<file path="src/rtl/regfile_pkg.sv">
// Shared definitions for the parametrised register file: sweep FSM states,
// default geometry and the register-index width helper.
package regfile_pkg;

  localparam int DEFAULT_WIDTH = 16;
  localparam int DEFAULT_DEPTH = 8;

  typedef enum logic {
    IDLE  = 1'b0,
    CLEAR = 1'b1
  } state_t;

  // A one-entry file would still need a 1-bit index, so never return zero.
  function automatic int idxWidth(input int depth);
    return (depth > 1) ? $clog2(depth) : 1;
  endfunction

endpackage

</file>
<file path="src/rtl/regfile_cell.sv">
// One storage word of the register file. The zero input outranks the load
// input so that a clear sweep always wins over a write.
module regfile_cell #(
  parameter int WIDTH = 16
) (
  input  logic             clk,
  input  logic             reset,
  input  logic             i_load,
  input  logic             i_zero,
  input  logic [WIDTH-1:0] i_d,
  output logic [WIDTH-1:0] o_q
);

  logic [WIDTH-1:0] r_q;

  always_ff @(posedge clk or posedge reset) begin
    if (reset)       r_q <= '0;
    else if (i_zero) r_q <= '0;
    else if (i_load) r_q <= i_d;
  end

  assign o_q = r_q;

endmodule

</file>
<file path="src/rtl/regfile_p.sv">
// DEPTH x WIDTH register file with one write port, two bypassed read ports,
// a per-register written scoreboard and a one-register-per-cycle clear sweep.
module regfile_p
  import regfile_pkg::*;
#(
  parameter int WIDTH = DEFAULT_WIDTH,
  parameter int DEPTH = DEFAULT_DEPTH,
  parameter int AW    = idxWidth(DEPTH)
) (
  input  logic             clk,
  input  logic             reset,
  input  logic [WIDTH-1:0] data_in,
  input  logic [AW-1:0]    writenum,
  input  logic             write,
  input  logic [AW-1:0]    readnum_a,
  input  logic [AW-1:0]    readnum_b,
  output logic [WIDTH-1:0] data_out_a,
  output logic [WIDTH-1:0] data_out_b,
  input  logic             clear,
  output logic             busy,
  output logic [DEPTH-1:0] written
);

  state_t           r_state;
  state_t           w_nextState;
  logic [AW-1:0]    r_idx;
  logic [DEPTH-1:0] r_written;
  logic             w_writeEn;
  logic             w_sweepEn;
  logic             w_bypassOk;
  logic [WIDTH-1:0] w_regs [DEPTH];

  always_ff @(posedge clk or posedge reset) begin
    if (reset) r_state <= IDLE;
    else       r_state <= w_nextState;
  end

  always_comb begin
    w_nextState = r_state;
    case (r_state)
      IDLE:    if (clear) w_nextState = CLEAR;
      CLEAR:   if (r_idx == AW'(DEPTH - 1)) w_nextState = IDLE;
      default: w_nextState = IDLE;
    endcase
  end

  // A simultaneous clear request drops the write, but bypass still shows data_in.
  always_comb begin
    busy       = 1'b0;
    w_sweepEn  = 1'b0;
    w_writeEn  = 1'b0;
    w_bypassOk = 1'b0;
    case (r_state)
      IDLE: begin
        w_writeEn  = write && !clear;
        w_bypassOk = write;
      end
      CLEAR: begin
        busy      = 1'b1;
        w_sweepEn = 1'b1;
      end
      default: ;
    endcase
  end

  // The index wraps to zero on the last sweep edge, ready for the next clear.
  always_ff @(posedge clk or posedge reset) begin
    if (reset)          r_idx <= '0;
    else if (w_sweepEn) r_idx <= r_idx + 1'b1;
  end

  always_ff @(posedge clk or posedge reset) begin
    if (reset)          r_written <= '0;
    else if (w_sweepEn) r_written[r_idx] <= 1'b0;
    else if (w_writeEn) r_written[writenum] <= 1'b1;
  end

  assign written = r_written;

  for (genvar g = 0; g < DEPTH; g++) begin : g_cell
    regfile_cell #(.WIDTH(WIDTH)) u_cell (
      .clk    (clk),
      .reset  (reset),
      .i_load (w_writeEn && (writenum == AW'(g))),
      .i_zero (w_sweepEn && (r_idx == AW'(g))),
      .i_d    (data_in),
      .o_q    (w_regs[g])
    );
  end

  assign data_out_a = (w_bypassOk && (writenum == readnum_a)) ? data_in : w_regs[readnum_a];
  assign data_out_b = (w_bypassOk && (writenum == readnum_b)) ? data_in : w_regs[readnum_b];

endmodule

</file>
<file path="config.mk">
export PLATFORM = sky130hd
export DESIGN_NAME = regfile_p
export DESIGN_NICKNAME = d
export VERILOG_FILES = /design/src/rtl/regfile_pkg.sv /design/src/rtl/regfile_cell.sv /design/src/rtl/regfile_p.sv
export SDC_FILE = /design/constraint.sdc
export NUM_CORES = 1
export LEC_CHECK = 0
export ABC_AREA = 1
export CORE_MARGIN = 3
export CORE_UTILIZATION = 59
export DETAILED_ROUTE_END_ITERATION = 12
export GPL_TIMING_DRIVEN = 0
export HOLD_SLACK_MARGIN = 0.05
export PLACE_DENSITY = 0.89
export SETUP_SLACK_MARGIN = 0.02
export SLEW_MARGIN = 20
export SYNTH_ARGS = -nofsm -noshare
export SYNTH_HDL_FRONTEND = slang
export SYNTH_SLANG_ARGS = --single-unit
</file>
<file path="constraint.sdc">
create_clock -name clk -period 5.3 [get_ports clk]
set_input_delay 0.53 -clock clk [delete_from_list [all_inputs] [get_ports clk]]
set_output_delay 0.53 -clock clk [all_outputs]
set_load 0.005 [all_outputs]
</file>
# Yosys cells after proc, flatten, opt, wreduce, memory -nomap -nowiden
# Cells that the tools add are included.
dict set report classes {
  muxes 36
  add_sub_neg 1
  n_bitwise 6
  magnitude_cmp 6
  n_reduce_logical 33
  n_eq_ne 16
}
# op count
set ops {}
lappend ops {{16-bit 2-to-1 mux} 22}
lappend ops {{16-bit binary-select mux with 3-bit select} 2}
lappend ops {{3-bit equality test, second input constant} 8}
lappend ops {{1-bit logical AND} 21}
lappend ops {{2-bit nonzero test} 9}
lappend ops {{8-bit 2-to-1 mux} 2}
lappend ops {{3-bit by 2-bit equality test with 1-bit output, second input constant} 4}
lappend ops {{8-bit AND} 1}
lappend ops {{4-bit >= comparator, second input constant} 2}
lappend ops {{3-bit by 4-bit less-than comparator with 1-bit output, second input constant} 2}
lappend ops {{3-bit NOT with 4-bit output} 2}
lappend ops {{8-bit NOT} 1}
lappend ops {{8-bit bitwise OR} 1}
lappend ops {{1-bit 2-to-1 mux} 7}
lappend ops {{1-bit demux with 3-bit select} 2}
lappend ops {{3-bit by 1-bit equality test with 1-bit output, second input constant} 2}
lappend ops {{3-bit equality test} 2}
lappend ops {{3-bit by 1-bit >= comparator with 1-bit output, second input constant} 2}
lappend ops {{3-bit zero test} 2}
lappend ops {{3-bit by 1-bit adder with 3-bit output, second input constant} 1}
lappend ops {{1-bit one-hot mux with 2 select lines} 1}
lappend ops {{1-bit zero test} 1}
lappend ops {{1-bit NOT} 1}
dict set report totals {
  reg_bits 140
  output_inout_bits 41
  inputBits 29
}

# Longest topological paths before layout
dict set report depth {
  word_depth 7
  depth_mapped 10
  mapped_depth_nobuf 8
}

# By module
# From an unflattened synthesis, not the netlist that was laid out.
dict set report hier_totals {
  cells_unflattened 1422
  hier_area_um2 9181.3
}
# module area_each_um2 n_inst seq_area_each_um2 cells_each
set by_module_without_submodules {}
lappend by_module_without_submodules {regfile_cell 654.4 8 400.4 71}
lappend by_module_without_submodules {regfile_p 3946.3 1 300.3 854}

# Worst setup path before layout
# No wires, ideal clock.
dict set report synth_timing {
  path_kind {input to output}
  from {input port readnum_b[2]}
  to {output port data_out_b[10]}
  arrival_ns 1.382
  path_stages 9
  t_required_ns 4.770
  path_slack_ns 3.388
  cell_sequence {buf_4 > inv_4 > nand2_1 > a21oi_1 > nand2_2 > clkinv_2 > buf_6 > nand2_1 > nand2_1}
}
dict set report synth_between {
  elab_chain_len 5
  elab_cells_between_ends 7
}
# element line
set synth_rtl {}
lappend synth_rtl {{start: declaration} regfile_p.sv:16} ;# input logic [AW-1:0] readnum_b,
lappend synth_rtl {{3-bit NOT with 4-bit output (implied by the code)} regfile_p.sv:92} ;# assign data_out_b = (w_bypassOk && (writenum == readnum_b)) ? data_in : w_regs[readnum_b];
lappend synth_rtl {{16-bit binary-select mux with 3-bit select} regfile_p.sv:92}
lappend synth_rtl {{16-bit 2-to-1 mux (implied by the code) (2 in a row)} regfile_p.sv:92}
lappend synth_rtl {{16-bit 2-to-1 mux (*)} regfile_p.sv:92}
lappend synth_rtl {{end: declaration} regfile_p.sv:18} ;# output logic [WIDTH-1:0] data_out_b,
# Mark *: on every way between the ends. The rest lies on a longest branch, timed or not. The select of a mux whose other input is x is not followed.

# Final worst setup path
dict set report layout_timing {
  from {input port writenum[1]}
  to {output port data_out_a[6]}
}
dict set report layout_between {
  elab_chain_len 3
}
# element line
set layout_rtl {}
lappend layout_rtl {{start: declaration} regfile_p.sv:13} ;# input logic [AW-1:0] writenum,
lappend layout_rtl {{3-bit equality test} regfile_p.sv:91} ;# assign data_out_a = (w_bypassOk && (writenum == readnum_a)) ? data_in : w_regs[readnum_a];
lappend layout_rtl {{1-bit logical AND} regfile_p.sv:91}
lappend layout_rtl {{16-bit 2-to-1 mux} regfile_p.sv:91}
lappend layout_rtl {{end: declaration} regfile_p.sv:17} ;# output logic [WIDTH-1:0] data_out_a,
# Every way passes these cells.

==> impl_metrics.ini <==
[sta]
setup_tns_ns = 0
hold_violations = 0
period_needed_ns = 3.40
worst_pin_slew_ns = 0.783
finalClockSkew_ns = 0.00415
final.setup.worst_slack_ns = 1.90
slew_viol_final = 0
rsz0062_at_grt = false
setup-violations-final = 0
max_clock_freq_mhz = 295
finalCritPeriodShare_pct = 64.1
slew_headroom_pct = 47.8

[logic_synthesis]
synth_area_leaders = dfrtp_1 (42%), nand2_1 (16%), nand3_1 (14%)
synthSimpleGateAreaFrac_pct = 33.3
synth_xor_xnor_area_share_pct = 0
synthCells = 1143
synth_mux_area_share_pct = 0
postSynthAreaPerCell_sq_um = 7.25
synth_top_area_cell = dfrtp_1
synth_top_family_by_area = simple AND/OR/NAND/NOR gates
synth_fa_ha_area_share_pct = 0.906
ys_ff_latch = 140
synth_top_area_share_pct = 42.3
netlist-cell-type-count = 24
synth_fp_nets = 1178
ys_seq_area_share_pct = 42.3
syn-cell-area_sq_um = 8290
synth_compound_area_share_pct = 10.5
yosys_warnings = 0

[layout]
final_util_pct = 72.5
area_growth_pct = 18.2
nNetsFinal = 1262
diodes = 0
final_cell_mix = nand2_1 (357), nand3_1 (229), inv_1 (155), dfrtp_1 (140), o22ai_1 (127)
stdcell_count = 1415
mostFrequentLayoutCell = nand2_1
drive_gt1_share_pct = 8.96

[clocking]
clock_path_buffers = 2
cts_resized = 0
post-cts-setup-buffer-count = 0
cts_root_buffer = clkbuf_16
insertion_delay_ns = 0.44
cts_made_buffers = 17
clock_sinks = 140
tritoncts = built
path_clk_slew_ns = 0.06
htree_levels = 4
cts_hold_repair.buffers = 0

[detailed_routing]
wirelength_um = 31000
drt-initial-drc-count = 1725
ant_nets = 0
avgViaCountPerCell = 6.41
drc_errors = 0
wl_per_cell_um = 21.9
drt-pass1-iter-count = 9
route.vias.total = 9071

[critical_path]
cp.arrival_ns = 2.87
rr_worst_depth = 6
crit_end = data_out_a[6]
critical_path.startpoint_type = input port
path_delay_family = buffers and inverters
required_ns = 4.77
cpMostUsedCell = nand2_1
worst-path-buf-inv = 5
reg2reg_slack_ns = 3.57
worstSetupPathDepth = 11
crit_start = writenum[1]
cp-end-kind = output pin
cp_max_fo = 10
worst_path_max_delay_cell = clkdlybuf4s50_1
rr_startpoint = r_state$_DFF_PP0_
crit_chain = clkdlybuf4s50_1 -> inv_1 -> nand2_1 -> nand2_1 -> nor2_1 -> nand2_2 -> inv_4 -> buf_6 -> nand2_1 -> nand2_1 -> clkdlybuf4s50_1
critPathMaxStageDelay_ns = 0.68
worstSetupPathType = in -> out
r2r-end = g_cell[3].u_cell.o_q[6]$_DFFE_PP0P_

[pwr]
power.density_nw_per_um2 = 394
power_leakage_nw = 5.22
peakVddDrop_v = 0.000339

[global_routing]
grt_usage_pct = 39.5
overflow = 0
grt_max_degree = 104
antenna_found_initial = 0
grt_pass1_vias = 8740
grt_pass1_wl_um = 47500

[floorplanning]
ios = 70
die_h_um = 125
start_util_pct = 61.3
dieWidth_um = 125
core_sq_um = 13500
dieArea_sq_um = 15500
num_rows = 42

[place]
placed_cells = 1384
portBuffers = 64
place_congestion = 1.03
post-place-ws_ns = 1.97
dp_hpwl_um = 20400

[flow_run]
cap_violations = 0

[run_status]
status = complete, no violations

[hold_path]
hold_path.class = in -> async
## worst min path at each step
stage	endpoint	slack [ns]	cells past startpoint
floorplan	written[4]$_DFFE_PP0P_	0.49	2
global placement	written[6]$_DFFE_PP0P_	0.49	2
CTS	g_cell[4].u_cell.o_q[1]$_DFFE_PP0P_	0.48	2
detailed placement	written[4]$_DFFE_PP0P_	0.49	2
global route	g_cell[4].u_cell.o_q[1]$_DFFE_PP0P_	0.48	2
finish	g_cell[4].u_cell.o_q[1]$_DFFE_PP0P_	0.46	2
## kinds of logic (layout without fill, tap and decap cells)
logic type	count (synthesis)	after routing
simple gates	623	623
buf+inv	234	330
compound gates	140	140
flops	140	140
fa+ha+maj	6	6
## metrics by stage
step                power [mW]  hold WS [ns]  cell area (sq um)
global placement          2.51         0.490               9150
global route              4.00         0.477               9800
floorplan                 2.09         0.486               8290
finish                    3.86         0.464               9800
CTS                       3.80         0.477               9800
detailed placement        2.54         0.486               9180
## synthesized netlist by cell type
master      n
nand2_1   357
clkinv_1    1
nand2_2     2
buf_6      19
nand3_1   229
nor2_1     16
buf_2      33
clkinv_2    1
buf_1       5
nor3_2      1
ha_1        6
inv_1     156
a21oi_1     3
o21ai_0     8
inv_2       2
o22ai_1   127
buf_4       2
dfrtp_1   140
clkbuf_1   12
nand2_4    16
o22ai_2     1
inv_4       3
o21a_1      1
nor3_1      2
## layout make-up
cell class	instances	area (sq um)
Multi-Input combinational cell	769	3700
Tap cell	176	220
Clock buffer	20	447
Sequential cell	140	3500
Inverter	163	628
Clock inverter	11	169
Fill cell	1111	3710
Buffer	71	458
Timing Repair Buffer	65	668
## per-layer routing
metal	vias up	GRT usage, %	routed length, um
met5	-	0	0
met3	218	13.2	4750
met4	0	24.3	2210
met1	4108	49.9	10800
li1	3904	-	-
met2	841	58.7	13200
## report_power, final
group / switching, mW / internal [mW] / total, mW
clock: 0.480 / 0.795 / 1.27
sequential: 0.0832 / 1.24 / 1.32
combinational: 0.795 / 0.463 / 1.26
## state kept, by name (all words and copies together) (netlist names)
| register | flops |
|---|---|
| r_state | 1 |
| g_cell.u_cell.o_q | 128 |
| r_idx | 3 |
| written | 8 |
(Power assumes the default switching activity.)
